==> src/rtl/pll_lock_sequencer_pkg.sv <==
// State encoding, default timing constants and a helper for the sequencer timer width.
// Shared by the sequencer top; holds no logic.
package pll_lock_sequencer_pkg;

  typedef enum logic [2:0] {
    IDLE      = 3'd0,
    PLL_RST   = 3'd1,
    WAIT_LOCK = 3'd2,
    SETTLE    = 3'd3,
    RUN       = 3'd4,
    FAULT     = 3'd5
  } state_t;

  localparam int unsigned DEF_RST_CYCLES    = 64;
  localparam int unsigned DEF_LOCK_TIMEOUT  = 65536;
  localparam int unsigned DEF_SETTLE_CYCLES = 1024;
  localparam int unsigned DEF_MAX_RETRIES   = 4;

  function automatic int unsigned max3(input int unsigned a, input int unsigned b,
                                       input int unsigned c);
    int unsigned m;
    m = (a > b) ? a : b;
    return (m > c) ? m : c;
  endfunction

endpackage

==> src/rtl/pll_lock_sequencer_sync_bit.sv <==
// Two-flop synchronizer with async active-low clear; 2 clk cycles latency.
// No flow control: samples every cycle.
module pll_lock_sequencer_sync_bit (
  input  logic clk,
  input  logic rst_n,
  input  logic d,
  output logic q
);

  logic meta_q, meta_d;
  logic sync_q, sync_d;

  always_comb begin
    meta_d = d;
    sync_d = meta_q;
  end

  always_ff @(posedge clk or negedge rst_n) begin
    if (!rst_n) begin
      meta_q <= 1'b0;
      sync_q <= 1'b0;
    end else begin
      meta_q <= meta_d;
      sync_q <= sync_d;
    end
  end

  assign q = sync_q;

endmodule

==> src/rtl/pll_lock_sequencer.sv <==
// PLL reset/lock sequencer: pulses PLL reset, waits for lock with timeout/retry, settles, releases PHY reset.
// Outputs are registered and follow the state register; enable=0 overrides everything next cycle.
module pll_lock_sequencer
  import pll_lock_sequencer_pkg::*;
#(
  parameter int unsigned RST_CYCLES    = DEF_RST_CYCLES,
  parameter int unsigned LOCK_TIMEOUT  = DEF_LOCK_TIMEOUT,
  parameter int unsigned SETTLE_CYCLES = DEF_SETTLE_CYCLES,
  parameter int unsigned MAX_RETRIES   = DEF_MAX_RETRIES
) (
  input  logic       clk,
  input  logic       reset_n,
  input  logic       enable,
  input  logic       pll_locked,
  output logic       pll_reset,
  output logic       phy_reset,
  output logic       ready,
  output logic       fault,
  output logic [7:0] retry_count,
  output logic [7:0] lock_loss_count,
  output logic [2:0] state
);

  localparam int unsigned TMAX = max3(RST_CYCLES, LOCK_TIMEOUT, SETTLE_CYCLES);
  localparam int          TW   = $clog2(TMAX + 1);

  localparam logic [TW-1:0] RST_LAST    = TW'(RST_CYCLES - 1);
  localparam logic [TW-1:0] LOCK_LAST   = TW'(LOCK_TIMEOUT - 1);
  localparam logic [TW-1:0] SETTLE_LAST = TW'(SETTLE_CYCLES - 1);
  localparam logic [TW-1:0] TIMER_TOP   = TW'(TMAX);
  localparam logic [7:0]    RETRY_LIMIT = 8'(MAX_RETRIES);

  state_t        state_q, state_d;
  logic [TW-1:0] timer_q, timer_d;
  logic [7:0]    retry_q, retry_d;
  logic [7:0]    loss_q, loss_d;
  logic          pll_reset_q, pll_reset_d;
  logic          phy_reset_q, phy_reset_d;
  logic          ready_q, ready_d;
  logic          fault_q, fault_d;
  logic          locked_s;
  logic          fail;

  pll_lock_sequencer_sync_bit u_lock_sync (
    .clk   (clk),
    .rst_n (reset_n),
    .d     (pll_locked),
    .q     (locked_s)
  );

  always_ff @(posedge clk or negedge reset_n) begin
    if (!reset_n) begin
      state_q     <= IDLE;
      timer_q     <= '0;
      retry_q     <= '0;
      loss_q      <= '0;
      pll_reset_q <= 1'b1;
      phy_reset_q <= 1'b1;
      ready_q     <= 1'b0;
      fault_q     <= 1'b0;
    end else begin
      state_q     <= state_d;
      timer_q     <= timer_d;
      retry_q     <= retry_d;
      loss_q      <= loss_d;
      pll_reset_q <= pll_reset_d;
      phy_reset_q <= phy_reset_d;
      ready_q     <= ready_d;
      fault_q     <= fault_d;
    end
  end

  always_comb begin
    state_d = state_q;
    retry_d = retry_q;
    loss_d  = loss_q;
    fail    = 1'b0;
    if (!enable) begin
      state_d = IDLE;
      retry_d = '0;
    end else begin
      case (state_q)
        IDLE:      state_d = PLL_RST;
        PLL_RST:   if (timer_q == RST_LAST) state_d = WAIT_LOCK;
        // lock outranks a timeout landing in the same cycle
        WAIT_LOCK: begin
          if (locked_s)                    state_d = SETTLE;
          else if (timer_q == LOCK_LAST)   fail    = 1'b1;
        end
        SETTLE: begin
          if (!locked_s)                   fail    = 1'b1;
          else if (timer_q == SETTLE_LAST) state_d = RUN;
        end
        RUN: begin
          if (!locked_s) begin
            state_d = PLL_RST;
            loss_d  = (loss_q == 8'hFF) ? loss_q : loss_q + 8'd1;
          end
        end
        FAULT:     state_d = FAULT;
        default:   state_d = IDLE;
      endcase
      if (fail) begin
        retry_d = (retry_q == 8'hFF) ? retry_q : retry_q + 8'd1;
        state_d = (retry_d == RETRY_LIMIT) ? FAULT : PLL_RST;
      end
      if (state_d == RUN && state_q != RUN) retry_d = '0;
    end
    // one timer serves every state; it restarts at zero on each transition
    if (state_d != state_q)       timer_d = '0;
    else if (timer_q == TIMER_TOP) timer_d = timer_q;
    else                           timer_d = timer_q + TW'(1);
  end

  always_comb begin
    pll_reset_d = (state_d == IDLE) || (state_d == PLL_RST) || (state_d == FAULT);
    phy_reset_d = (state_d != RUN);
    ready_d     = (state_d == RUN);
    fault_d     = (state_d == FAULT);
  end

  assign pll_reset       = pll_reset_q;
  assign phy_reset       = phy_reset_q;
  assign ready           = ready_q;
  assign fault           = fault_q;
  assign retry_count     = retry_q;
  assign lock_loss_count = loss_q;
  assign state           = state_q;

endmodule
==> config.mk <==
export PLATFORM = sky130hd
export DESIGN_NAME = pll_lock_sequencer
export DESIGN_NICKNAME = d
export VERILOG_FILES = /design/src/rtl/pll_lock_sequencer_pkg.sv /design/src/rtl/pll_lock_sequencer_sync_bit.sv /design/src/rtl/pll_lock_sequencer.sv
export SDC_FILE = /design/constraint.sdc
export NUM_CORES = 1
export LEC_CHECK = 0
export CORE_ASPECT_RATIO = 0.5
export CORE_MARGIN = 2
export CORE_UTILIZATION = 46
export CTS_CLUSTER_SIZE = 8
export DETAILED_ROUTE_END_ITERATION = 16
export MAX_ROUTING_LAYER = met4
export PLACE_DENSITY_LB_ADDON = 0.2
export SLEW_MARGIN = 40
export SYNTH_ARGS = -nofsm -noshare
export SYNTH_HDL_FRONTEND = slang
export SYNTH_SLANG_ARGS = --single-unit
==> constraint.sdc <==
create_clock -name clk -period 2.94 [get_ports clk]
set_input_delay 0.441 -clock clk [delete_from_list [all_inputs] [get_ports clk]]
set_output_delay 0.441 -clock clk [all_outputs]
set_load 0.005 [all_outputs]
==> impl_table.tex, run 1 <==
\begin{tabular}{lr}
\hline
Metric & Value \\
\hline
\multicolumn{2}{l}{\textbf{Setup path}} \\
End of the worst register-to-register path & timer\_q[16] \\
Number of buffers and inverters on the critical path & 1 \\
Worst Setup End Kind & register \\
Kind of start point of the critical path & register \\
Worst r2r src & timer\_q[0] \\
Delay of the slowest cell on the worst path & 0.41 ns \\
Worst r2r path cells & 13 \\
Worst endpoint required time & 3.16 ns \\
Critical Path AT & 2.85 ns \\
Worst-path cell chain & ha\_1 > nand3\_1 > nor3\_2 > nand2\_1 > nor2\_1 > ha\_1 > nor2\_1 > nor4\_1 > o221ai\_1 > o221ai\_2 > buf\_4 > nand4\_4 > a21oi\_1 \\
Category of cells accounting for the largest share of critical-path delay & simple AND/OR/NAND/NOR gates \\
CP max-delay cell & sky130\_fd\_sc\_hd\_\_dfrtp\_1 \\
Crit path max fanout & 9 \\
Category of the critical setup timing path & register to register \\
Register-to-register setup slack & 0.31 ns \\
\multicolumn{2}{l}{\textbf{Global routing}} \\
Total grt overflow & 0 \\
Maximum number of pins on one net before global-route repair & 43 \\
Antenna violations before repair & 0 \\
First-pass GRT wire length & 7.659 mm \\
Via count of the first global-routing pass & 1686 \\
Aggregate global-route resource usage & 0.1773 \\
\multicolumn{2}{l}{\textbf{Floorplan}} \\
Overall die area & 5644 µm² \\
Standard cell core area & 4887 µm² \\
Number of placed I/O pins & 27 \\
Chip width & 104.3 µm \\
Die height & 54.14 µm \\
Starting utilization of the core area & 0.4731 \\
Row cnt & 18 \\
\multicolumn{2}{l}{\textbf{Placement}} \\
Count of port buffers added during placement & 26 \\
Final weighted congestion in routability-driven placement & 0.8336 \\
HPWL after DPL & 3.224 mm \\
\multicolumn{2}{l}{\textbf{STA}} \\
Worst hold slack after final layout & 0.1234 ns \\
Final setup skew & 0.006984 ns \\
Tightest Pin Transition & 0.5360 ns \\
Total setup violations reported at the end of the flow & 0 \\
Final hold violation count & 0 \\
Min Tclk post-route & 2.631 ns \\
Tightest slew margin relative to the limit & 0.6427 \\
Highest clock rate & 0.3801 GHz \\
Total negative slack for setup checks & 0 ns \\
Setup repair after global routing missed its margin & no \\
Final Cycle Share & 0.8948 \\
Number of max-slew violations in the final report & 0 \\
\multicolumn{2}{l}{\textbf{Yosys}} \\
Netlist area before placement & 2312 µm² \\
Flip-flop and latch count after synthesis & 42 \\
Share of synthesized flip-flops with an asynchronous set or reset & 1.000 \\
Count of different cell masters after synthesis & 47 \\
Post-synth net total & 258 \\
Cell count after synthesis & 249 \\
Number of flops mapped to enable cells by yosys & 0 \\
Synthesized area per cell & 9.286 µm² \\
Number of warning messages in the yosys log & 0 \\
Commonest register cell after synthesis & sky130\_fd\_sc\_hd\_\_dfrtp\_1 \\
Register area share after synthesis & 0.4556 \\
\multicolumn{2}{l}{\textbf{Power and ir drop}} \\
Power per standard cell area & 402.2 nW/µm² \\
Leakage & 1.145 nW \\
Final Power & 1.119 mW \\
Worst-case vdd ir drop & 0.2623 mV \\
\multicolumn{2}{l}{\textbf{Route}} \\
Routed via count & 1857 \\
Wirelength per Cell & 13.58 µm \\
Drt drc & 0 \\
Residual antenna-violating net count after detailed routing & 0 \\
Total length of routed wires & 4.739 mm \\
Number of vias per cell after detailed routing & 5.321 \\
Initial DRC Count & 100 \\
1st-pass router iterations & 4 \\
\multicolumn{2}{l}{\textbf{Cells and area}} \\
Commonest non-fill, non-tap cell in the layout & sky130\_fd\_sc\_hd\_\_nor2\_1 \\
Area of the multi-input gates & 1207 µm² \\
Final antenna diode count & 0 \\
Area delta synth->final & 20.35\% \\
Most frequent cells in the layout & 44 x sky130\_fd\_sc\_hd\_\_nor2\_1, 40 x sky130\_fd\_sc\_hd\_\_dfrtp\_1, 25 x sky130\_fd\_sc\_hd\_\_clkdlybuf4s50\_1 \\
Share of final-layout standard cells stronger than drive strength 1 & 0.1004 \\
Area taken by flip-flops and latches & 1054 µm² \\
Filler cell count & 447 \\
Net count, final & 287 \\
\multicolumn{2}{l}{\textbf{Clock tree}} \\
Clock sinks & 42 \\
Number of buffers inserted during clock tree synthesis & 5 \\
TritonCTS clock tree & yes \\
Clock slew at the register clock pins of the worst setup and hold paths & 0.08 ns \\
H-tree depth & 2 \\
Clock root cell & sky130\_fd\_sc\_hd\_\_clkbuf\_8 \\
Clock network latency to the later pin of the worst-skew pair & 0.29 ns \\
Maximum root-to-sink buffer count & 2 \\
\multicolumn{2}{l}{\textbf{Outcome}} \\
Status & complete, no violations \\
\multicolumn{2}{l}{\textbf{Run}} \\
Maximum capacitance violations & 0 \\
\multicolumn{2}{l}{\textbf{Hold path}} \\
Worst min-delay path class & input port to asynchronous set/reset pin \\
\hline
\end{tabular}
## layer usage
metal	share of wire	wire length [µm]	vias up	track usage
met4	0.0055	26	0	0.05405
met1	0.51	2422	913	0.2270
li1	-	-	919	-
met2	0.45	2153	21	0.2876
met3	0.029	137	4	0.03995
met5	0	0	-	-
## flip-flops by register name, summed over array words and instances (netlist names)
name and count:
pll_reset 1, lock_loss_count 8, timer_q 17, ready 1, u_lock_sync.meta_q 1, fault 1, state 3, u_lock_sync.q 1
retry_count 8, phy_reset 1
## kinds of logic after synthesis
logic type | after synthesis | synth area share
xor gates and xnor gates | 24 | 0.09091
adders and majority gates | 5 | 0.02706
DFF | 42 | 0.4556
buffers and inverters | 19 | 0.03517
and+or+nand+nor | 132 | 0.3057
AOI/OAI and AO/OA | 23 | 0.06765
muxes | 4 | 0.01786
## layout make-up
class,count,area share
Clock buffer,5,0.02473
Clock inverter,3,0.01439
Inverter,10,0.01349
Multi-Input combinational cell,189,0.4339
Sequential cell,42,0.3786
Tap cell,70,0.03147
Timing Repair Buffer,30,0.1034
## stage by stage
stage	utilization	area, µm²	instances	worst slack, ns
after global placement	0.5389	2634	339	0.2957
after CTS	0.5617	2745	347	0.2588
after detailed placement	0.5394	2636	339	0.2959
after floorplan	-	2312	249	0.2002
after global routing	0.5694	2783	349	0.004455
final	0.5694	2783	349	0.3093
## timing repair
| item | 4_1_cts | 5_1_grt |
|---|---|---|
| buffers inserted | 0 | 1 |
| setup endpoints to repair | 0 | 3 |
| hold buffers | 0 | 0 |
| gates resized for setup | 0 | 4 |
| endpoints found under the hold margin | 0 | 0 |
## Yosys cell counts, drive strengths merged, types with 4 or more instances
| master | n | area share |
|---|---|---|
| a21oi | 8 | 0.019 |
| nor2 | 44 | 0.071 |
| nand3 | 15 | 0.032 |
| nand4 | 7 | 0.025 |
| xnor2 | 14 | 0.053 |
| ha | 5 | 0.027 |
| nor3 | 8 | 0.017 |
| o21ai | 5 | 0.011 |
| inv | 10 | 0.016 |
| nand2 | 23 | 0.037 |
| xor2 | 10 | 0.038 |
| nor4 | 5 | 0.025 |
| and3 | 6 | 0.016 |
| nor2b | 4 | 0.011 |
| dfrtp | 40 | 0.43 |
| clkbuf | 6 | 0.0097 |
## how the worst max path moves through the flow
stage                     startpoint              to  slack (ns)  depth (start not counted)
after global routing      timer_q[0]     timer_q[13]       0.004                         13
after CTS                 timer_q[0]     timer_q[16]        0.26                         12
final                     timer_q[0]     timer_q[16]        0.31                         13
after global placement    timer_q[0]     timer_q[16]        0.30                         12
after floorplan           timer_q[0]  retry_count[7]        0.20                         13
after detailed placement  timer_q[0]     timer_q[16]        0.30                         12
## power by group
| group | leakage (nW) | internal, mW | switching [mW] |
|---|---|---|---|
| clock network | 0.0579 | 0.250 | 0.206 |
| registers | 0.571 | 0.586 | 0.0114 |
| logic | 0.516 | 0.0244 | 0.0417 |
Power figures use the tool's default switching activity.
==> run 2: changes to the inputs <==
--- a/config.mk
+++ b/config.mk
@@ -5,6 +5,7 @@
 export SDC_FILE = /design/constraint.sdc
 export NUM_CORES = 1
 export LEC_CHECK = 0
+export ABC_AREA = 1
 export CORE_ASPECT_RATIO = 0.5
 export CORE_MARGIN = 2
 export CORE_UTILIZATION = 46
==> impl_table.tex, run 2 <==
\begin{tabular}{lr}
\hline
Metric & Value \\
\hline
\multicolumn{2}{l}{\textbf{Route}} \\
Drt drc & 0 (unchanged) \\
Wire length on met3 & 243 µm (was 137 µm) \\
Met1 wire length & 2.309 mm (was 2.422 mm) \\
Number of vias per cell after detailed routing & 4.911 (was 5.321) \\
Uppermost layer routed & met4 (unchanged) \\
1st-pass router iterations & 4 (unchanged) \\
Wirelength per Cell & 12.77 µm (was 13.58 µm) \\
Routed via count & 1866 (was 1857) \\
Total length of routed wires & 4.852 mm (was 4.739 mm) \\
Initial DRC Count & 85 (was 100) \\
Residual antenna-violating net count after detailed routing & 0 (unchanged) \\
Total length of routed met2 wires & 2.234 mm (was 2.153 mm) \\
\multicolumn{2}{l}{\textbf{STA}} \\
Final setup skew & 0.005619 ns (was 0.006984 ns) \\
Worst hold slack after final layout & 0.1290 ns (was 0.1234 ns) \\
Tightest slew margin relative to the limit & 0.6008 (was 0.6427) \\
Tightest Pin Transition & 0.5948 ns (was 0.5360 ns) \\
Number of max-slew violations in the final report & 0 (unchanged) \\
Total setup violations reported at the end of the flow & 0 (unchanged) \\
Final Cycle Share & 0.8851 (was 0.8948) \\
Highest clock rate & 0.3843 GHz (was 0.3801 GHz) \\
Setup repair after global routing missed its margin & no (unchanged) \\
Final hold violation count & 0 (unchanged) \\
Total negative slack for setup checks & 0 ns (unchanged) \\
Min Tclk post-route & 2.602 ns (was 2.631 ns) \\
\multicolumn{2}{l}{\textbf{Yosys}} \\
Commonest cells post-synth & 49 x sky130\_fd\_sc\_hd\_\_nand2\_1, 40 x sky130\_fd\_sc\_hd\_\_dfrtp\_1, 36 x sky130\_fd\_sc\_hd\_\_nor2\_1 (was 44 x sky130\_fd\_sc\_hd\_\_nor2\_1, 40 x sky130\_fd\_sc\_hd\_\_dfrtp\_1, 23 x sky130\_fd\_sc\_hd\_\_nand2\_1) \\
Area fraction in compound gates after synthesis & 0.05087 (was 0.06764) \\
Adder-cell area share of the yosys netlist & 0.02650 (was 0.02706) \\
Basic-gate share of the synthesized area counting and, or, nand and nor cells & 0.3180 (was 0.3057) \\
Commonest register cell after synthesis & sky130\_fd\_sc\_hd\_\_dfrtp\_1 (unchanged) \\
Dominant cells by area after synthesis & sky130\_fd\_sc\_hd\_\_dfrtp\_1 42\%, sky130\_fd\_sc\_hd\_\_nand2\_1 7.8\%, sky130\_fd\_sc\_hd\_\_xor2\_1 7.0\% (was sky130\_fd\_sc\_hd\_\_dfrtp\_1 43\%, sky130\_fd\_sc\_hd\_\_nor2\_1 7.1\%, sky130\_fd\_sc\_hd\_\_xnor2\_1 5.3\%) \\
Area share of xor/xnor cells in the synthesized design & 0.09645 (was 0.09091) \\
Count of different cell masters after synthesis & 34 (was 47) \\
Number of warning messages in the yosys log & 0 (unchanged) \\
Combinational family with the most area after synthesis & simple AND/OR/NAND/NOR gates (unchanged) \\
Share of synthesized flip-flops with an asynchronous set or reset & 1.000 (unchanged) \\
Post-synth net total & 284 (was 258) \\
Proportion of netlist area held by the largest area contributor & 0.4240 (was 0.4329) \\
Synthesized area per cell & 8.586 µm² (was 9.286 µm²) \\
Register area share after synthesis & 0.4462 (was 0.4556) \\
Number of flops mapped to enable cells by yosys & 0 (unchanged) \\
Library cell occupying the most area in the post-synthesis netlist & sky130\_fd\_sc\_hd\_\_dfrtp\_1 (unchanged) \\
Flip-flop and latch count after synthesis & 42 (unchanged) \\
Cell count after synthesis & 275 (was 249) \\
Netlist area before placement & 2361 µm² (was 2312 µm²) \\
Most common cell in the netlist & sky130\_fd\_sc\_hd\_\_nand2\_1 (was sky130\_fd\_sc\_hd\_\_nor2\_1) \\
Multiplexer share of the synthesized area & 0.004240 (was 0.01786) \\
\multicolumn{2}{l}{\textbf{Floorplan}} \\
Standard cell core area & 4932 µm² (was 4887 µm²) \\
Overall die area & 5757 µm² (was 5644 µm²) \\
Row cnt & 18 (unchanged) \\
Starting utilization of the core area & 0.4787 (was 0.4731) \\
Die height & 54.66 µm (was 54.14 µm) \\
Chip width & 105.3 µm (was 104.3 µm) \\
Number of placed I/O pins & 27 (unchanged) \\
\multicolumn{2}{l}{\textbf{Cells and area}} \\
Final antenna diode count & 0 (unchanged) \\
Share of final-layout standard cells stronger than drive strength 1 & 0.1484 (was 0.1004) \\
Number of flip-flops under the largest register name & 17 (unchanged) \\
Register ranked first by flip-flop count & timer\_q (unchanged) \\
Net count, final & 318 (was 287) \\
Final core utilization & 0.5845 (was 0.5694) \\
Commonest non-fill, non-tap cell in the layout & sky130\_fd\_sc\_hd\_\_nand2\_1 (was sky130\_fd\_sc\_hd\_\_nor2\_1) \\
Filler cell count & 438 (was 447) \\
Most frequent cells in the layout & 49 x sky130\_fd\_sc\_hd\_\_nand2\_1, 40 x sky130\_fd\_sc\_hd\_\_dfrtp\_1, 34 x sky130\_fd\_sc\_hd\_\_nor2\_1 (was 44 x sky130\_fd\_sc\_hd\_\_nor2\_1, 40 x sky130\_fd\_sc\_hd\_\_dfrtp\_1, 25 x sky130\_fd\_sc\_hd\_\_clkdlybuf4s50\_1) \\
Area delta synth->final & 22.10\% (was 20.35\%) \\
\multicolumn{2}{l}{\textbf{Placement}} \\
Count of port buffers added during placement & 26 (unchanged) \\
Final weighted congestion in routability-driven placement & 0.8264 (was 0.8336) \\
HPWL after DPL & 3.311 mm (was 3.224 mm) \\
\multicolumn{2}{l}{\textbf{Clock tree}} \\
Maximum root-to-sink buffer count & 2 (unchanged) \\
Hold buffers post-CTS & 0 (unchanged) \\
Clock sinks & 42 (unchanged) \\
Number of buffers inserted during clock tree synthesis & 5 (unchanged) \\
Clock root cell & sky130\_fd\_sc\_hd\_\_clkbuf\_8 (unchanged) \\
TritonCTS clock tree & yes (unchanged) \\
Clock slew at the register clock pins of the worst setup and hold paths & 0.08 ns (about the same) \\
H-tree depth & 2 (unchanged) \\
Clock network latency to the later pin of the worst-skew pair & 0.30 ns (was 0.29 ns) \\
\multicolumn{2}{l}{\textbf{Global routing}} \\
Aggregate global-route resource usage & 0.1800 (was 0.1773) \\
First-pass GRT wire length & 7.907 mm (was 7.659 mm) \\
Maximum number of pins on one net before global-route repair & 43 (unchanged) \\
Total grt overflow & 0 (unchanged) \\
Antenna violations before repair & 0 (unchanged) \\
Via count of the first global-routing pass & 1824 (was 1686) \\
\multicolumn{2}{l}{\textbf{Setup path}} \\
Category of the critical setup timing path & register to register (unchanged) \\
Worst endpoint required time & 3.16 ns (about the same) \\
Critical Path AT & 2.83 ns (was 2.85 ns) \\
Kind of start point of the critical path & register (unchanged) \\
Crit path max fanout & 9 (unchanged) \\
Worst Setup End Kind & register (unchanged) \\
\multicolumn{2}{l}{\textbf{Run}} \\
Maximum capacitance violations & 0 (unchanged) \\
\multicolumn{2}{l}{\textbf{Hold path}} \\
Worst min-delay path class & input port to asynchronous set/reset pin (unchanged) \\
\multicolumn{2}{l}{\textbf{Outcome}} \\
Status & complete, no violations (unchanged) \\
\multicolumn{2}{l}{\textbf{Power and ir drop}} \\
Power per standard cell area & 432.0 nW/µm² (was 402.2 nW/µm²) \\
Worst-case vdd ir drop & 0.2750 mV (was 0.2623 mV) \\
Leakage & 1.289 nW (was 1.145 nW) \\
\hline
\end{tabular}
## run 2: cell types whose count changed after synthesis, moves of 8 or more
cell | before | now
sky130_fd_sc_hd__inv_1 | 10 | 30
sky130_fd_sc_hd__nand2_1 | 23 | 49
sky130_fd_sc_hd__nand3_1 | 15 | 24
sky130_fd_sc_hd__nor2_1 | 44 | 36
sky130_fd_sc_hd__nor2_2 | 0 | 12
sky130_fd_sc_hd__xor2_1 | 10 | 19
## run 2: final cells by class
cell class                      instances  area [µm²]  share of cell area
Tap cell                               70       87.58             0.03038
Inverter                               31       116.4             0.04036
Clock buffer                            6       82.58             0.02865
Timing Repair Buffer                   29       280.3             0.09722
Clock inverter                          2       60.06             0.02083
Sequential cell                        42        1054              0.3655
Multi-Input combinational cell        200        1202              0.4171
## run 2: cell families (layout without fill, tap and decap cells)
| kind of cell | after synthesis | count (layout) |
|---|---|---|
| simple gates | 149 | 150 |
| flops | 42 | 42 |
| buf+inv | 34 | 68 |
| xor+xnor | 26 | 26 |
| compound gates | 18 | 18 |
| fa+ha+maj | 5 | 5 |
| mux | 1 | 1 |
## run 2: metal layers
layer | vias to the layer above | GRT usage
li1 | 950 | -
met2 | 46 | 0.3151
met3 | 9 | 0.04405
met5 | - | -
met1 | 861 | 0.2155
met4 | 0 | 0.04667
## run 2: critical path, cell delays in order (launching register included)
cell and delay (ns):
sky130_fd_sc_hd__dfrtp_1 0.36, sky130_fd_sc_hd__ha_2 0.21, sky130_fd_sc_hd__nand3_4 0.13, sky130_fd_sc_hd__nor2_8 0.18, sky130_fd_sc_hd__nor4b_2 0.21, sky130_fd_sc_hd__ha_1 0.18
sky130_fd_sc_hd__o21ai_0 0.08, sky130_fd_sc_hd__nor2_2 0.19, sky130_fd_sc_hd__nand2_1 0.09, sky130_fd_sc_hd__nor2_2 0.11, sky130_fd_sc_hd__nand2_1 0.06, sky130_fd_sc_hd__nor2_1 0.08
sky130_fd_sc_hd__nand2_1 0.06, sky130_fd_sc_hd__nand2_1 0.07, sky130_fd_sc_hd__nand2_2 0.07, sky130_fd_sc_hd__nand2_2 0.14, sky130_fd_sc_hd__nand3_4 0.16, sky130_fd_sc_hd__nor2_1 0.13
## run 2: where the power goes
part	total, mW	switching, mW	internal, mW
registers	0.595	0.00830	0.586
clock network	0.566	0.204	0.362
logic	0.0850	0.0553	0.0296
## run 2: path summary, 6_finish.rpt
check                              startpoint            end  slack (ns)  cells after the start
hold reg to reg            u_lock_sync.meta_q  u_lock_sync.q        0.35                      0
hold / removal                        reset_n     timer_q[3]        0.13                      1
setup / recovery                   timer_q[1]    timer_q[15]        0.34                     17
max in group asynchronous             reset_n      pll_reset        2.43                      1
min in group clk           u_lock_sync.meta_q  u_lock_sync.q        0.35                      0
setup reg to reg                   timer_q[1]    timer_q[15]        0.34                     17
## run 2: repair_timing
action                     in CTS  in global routing
resized for setup               0                  5
setup endpoints to repair       0                 20
setup buffers                   0                  2
## run 2: metrics by stage
stage | power (mW) | cells | instance area [µm²] | setup slack, ns
after floorplan | 0.6527 | 275 | 2361 | 0.5086
after global placement | 0.6763 | 369 | 2691 | 0.2239
after detailed placement | 0.6791 | 369 | 2694 | 0.03708
after CTS | 1.248 | 377 | 2836 | 0.02377
after global routing | 1.288 | 380 | 2883 | 0.03249
final | 1.245 | 380 | 2883 | 0.3378
==> run 3: changes to the inputs <==
--- a/config.mk
+++ b/config.mk
@@ -6,8 +6,7 @@
 export NUM_CORES = 1
 export LEC_CHECK = 0
 export ABC_AREA = 1
-export CORE_ASPECT_RATIO = 0.5
-export CORE_MARGIN = 2
+export CORE_ASPECT_RATIO = 0.7
 export CORE_UTILIZATION = 46
 export CTS_CLUSTER_SIZE = 8
 export DETAILED_ROUTE_END_ITERATION = 16
==> impl_table.tex, run 3 (synthesized netlist as in run 2, its figures left out) <==
\begin{tabular}{lr}
\hline
Metric & Value \\
\hline
\multicolumn{2}{l}{\textbf{Outcome}} \\
Status & complete, no violations (unchanged) \\
\multicolumn{2}{l}{\textbf{Cells and area}} \\
Area delta synth->final & 20.14\% (was 22.10\%) \\
Final antenna diode count & 0 (unchanged) \\
Number of flip-flops under the largest register name & 17 (unchanged) \\
Fin cells & 380 (unchanged) \\
Register ranked first by flip-flop count & timer\_q (unchanged) \\
Filler cell count & 436 (was 438) \\
Most frequent cells in the layout & 49 x sky130\_fd\_sc\_hd\_\_nand2\_1, 40 x sky130\_fd\_sc\_hd\_\_dfrtp\_1, 36 x sky130\_fd\_sc\_hd\_\_nor2\_1 (was 49 x sky130\_fd\_sc\_hd\_\_nand2\_1, 40 x sky130\_fd\_sc\_hd\_\_dfrtp\_1, 34 x sky130\_fd\_sc\_hd\_\_nor2\_1) \\
Commonest non-fill, non-tap cell in the layout & sky130\_fd\_sc\_hd\_\_nand2\_1 (unchanged) \\
Share of final-layout standard cells stronger than drive strength 1 & 0.1415 (was 0.1484) \\
Area of the multi-input gates & 1177 µm² (was 1202 µm²) \\
Area taken by flip-flops and latches & 1054 µm² (unchanged) \\
Net count, final & 319 (was 318) \\
\multicolumn{2}{l}{\textbf{STA}} \\
Final hold violation count & 0 (unchanged) \\
Min Tclk post-route & 2.692 ns (was 2.602 ns) \\
Total negative slack for setup checks & 0 ns (unchanged) \\
Final setup skew & 0.01112 ns (was 0.005619 ns) \\
Tightest slew margin relative to the limit & 0.5887 (was 0.6008) \\
Tightest Pin Transition & 0.6129 ns (was 0.5948 ns) \\
Highest clock rate & 0.3715 GHz (was 0.3843 GHz) \\
Total setup violations reported at the end of the flow & 0 (unchanged) \\
Setup repair after global routing missed its margin & no (unchanged) \\
Final Cycle Share & 0.9155 (was 0.8851) \\
Number of max-slew violations in the final report & 0 (unchanged) \\
\multicolumn{2}{l}{\textbf{Setup path}} \\
Category of the critical setup timing path & register to register (unchanged) \\
Kind of start point of the critical path & register (unchanged) \\
Worst Setup End Kind & register (unchanged) \\
Worst r2r path cells & 15 (was 17) \\
Critical Path AT & 2.87 ns (was 2.83 ns) \\
Worst r2r src & timer\_q[1] (unchanged) \\
Worst endpoint required time & 3.12 ns (was 3.16 ns) \\
Beginning of the critical path & timer\_q[1] (unchanged) \\
Crit path max fanout & 8 (was 9) \\
\multicolumn{2}{l}{\textbf{Clock tree}} \\
Hold buffers post-CTS & 0 (unchanged) \\
Number of buffers inserted during clock tree synthesis & 5 (unchanged) \\
Clock slew at the register clock pins of the worst setup and hold paths & 0.08 ns (about the same) \\
Clock sinks & 42 (unchanged) \\
Clock network latency to the later pin of the worst-skew pair & 0.29 ns (was 0.30 ns) \\
H-tree depth & 2 (unchanged) \\
Maximum root-to-sink buffer count & 2 (unchanged) \\
Clock root cell & sky130\_fd\_sc\_hd\_\_clkbuf\_8 (unchanged) \\
TritonCTS clock tree & yes (unchanged) \\
\multicolumn{2}{l}{\textbf{Placement}} \\
Count of port buffers added during placement & 26 (unchanged) \\
Number of placed instances with taps included & 368 (was 369) \\
Final weighted congestion in routability-driven placement & 0.8391 (was 0.8264) \\
HPWL after DPL & 3.282 mm (was 3.311 mm) \\
\multicolumn{2}{l}{\textbf{Route}} \\
Initial DRC Count & 55 (was 85) \\
Total length of routed wires & 4.455 mm (was 4.852 mm) \\
1st-pass router iterations & 4 (unchanged) \\
Number of vias per cell after detailed routing & 4.824 (was 4.911) \\
Residual antenna-violating net count after detailed routing & 0 (unchanged) \\
Drt drc & 0 (unchanged) \\
Routed via count & 1833 (was 1866) \\
Wirelength per Cell & 11.72 µm (was 12.77 µm) \\
\multicolumn{2}{l}{\textbf{Global routing}} \\
Antenna violations before repair & 0 (unchanged) \\
Via count of the first global-routing pass & 1619 (was 1824) \\
First-pass GRT wire length & 7.486 mm (was 7.907 mm) \\
Maximum number of pins on one net before global-route repair & 43 (unchanged) \\
Aggregate global-route resource usage & 0.1923 (was 0.1800) \\
Total grt overflow & 0 (unchanged) \\
\multicolumn{2}{l}{\textbf{Power and ir drop}} \\
Leakage & 1.272 nW (was 1.289 nW) \\
Worst-case vdd ir drop & 0.2480 mV (was 0.2750 mV) \\
Power per standard cell area & 378.5 nW/µm² (was 432.0 nW/µm²) \\
\multicolumn{2}{l}{\textbf{Floorplan}} \\
Number of placed I/O pins & 27 (unchanged) \\
Standard cell core area & 4861 µm² (was 4932 µm²) \\
Starting utilization of the core area & 0.4857 (was 0.4787) \\
Chip width & 87.63 µm (was 105.3 µm) \\
Overall die area & 5428 µm² (was 5757 µm²) \\
Row cnt & 21 (was 18) \\
Die height & 61.94 µm (was 54.66 µm) \\
\multicolumn{2}{l}{\textbf{Run}} \\
Maximum capacitance violations & 0 (unchanged) \\
\multicolumn{2}{l}{\textbf{Hold path}} \\
Worst min-delay path class & input port to asynchronous set/reset pin (unchanged) \\
\hline
\end{tabular}
## run 3: metrics by stage
step	area, µm²	utilization	total power, mW	hold WS [ns]	setup WS, ns
6_report	2836	0.5835	1.074	0.1125	0.2483
5_1_grt	2836	0.5835	1.114	0.1635	0.001498
2_1_floorplan	2361	-	0.6527	0.1454	0.5086
4_1_cts	2788	0.5735	1.074	0.1369	0.1231
3_3_place_gp	2690	0.5534	0.6780	0.3337	0.2440
3_5_place_dp	2693	0.5539	0.6812	0.3394	0.1445
## run 3: layout make-up
class,instances,area share
clock buffer,6,0.02911
clock inverter,2,0.004411
inverter,31,0.04102
multi-input combinational,199,0.4151
sequential,42,0.3714
tap,69,0.03044
timing repair buffer,31,0.1085
## run 3: worst paths after layout
| check | slack, ns | to |
|---|---|---|
| worst max-delay path | 0.25 | timer_q[0] |
| worst min-delay path | 0.11 | retry_count[6] |
| worst max register to register | 0.25 | timer_q[0] |
| worst min register to register | 0.36 | u_lock_sync.q |
| max in group asynchronous | 2.44 | timer_q[9] |
| min in group clk | 0.36 | u_lock_sync.q |
## run 3: worst max-delay path: stages, from the launching register on
cell                      delay (ns)
sky130_fd_sc_hd__dfrtp_1        0.39
sky130_fd_sc_hd__ha_1           0.23
sky130_fd_sc_hd__nand3_4        0.14
sky130_fd_sc_hd__nor2_8         0.18
sky130_fd_sc_hd__nor4b_2        0.21
sky130_fd_sc_hd__ha_1           0.18
sky130_fd_sc_hd__o21ai_0        0.07
sky130_fd_sc_hd__nor2_1         0.20
sky130_fd_sc_hd__inv_1          0.20
sky130_fd_sc_hd__nand4_2        0.15
sky130_fd_sc_hd__nand2_1        0.11
sky130_fd_sc_hd__nand2_1        0.09
sky130_fd_sc_hd__nand2_1        0.08
sky130_fd_sc_hd__nand3_4        0.12
sky130_fd_sc_hd__buf_4          0.18
sky130_fd_sc_hd__nor2_1         0.05
## run 3: layer usage
layer | part of all wire | wire (µm) | GRT usage
met1 | 0.56 | 2482 | 0.2729
met2 | 0.42 | 1856 | 0.2790
met3 | 0.023 | 101 | 0.04756
met4 | 0.0031 | 14 | 0.04215
met5 | 0 | 0 | -
## run 3: report_power, final
part           leakage [nW]  switching, mW  internal, mW  total [mW]
clock network        0.0472          0.202         0.189       0.391
registers             0.556        0.00957         0.586       0.596
logic                 0.669         0.0519        0.0349      0.0868
## run 3: repair_timing
action	4_1_cts	5_1_grt
resized for setup	0	1
setup endpoints to repair	0	18
setup buffers	0	4
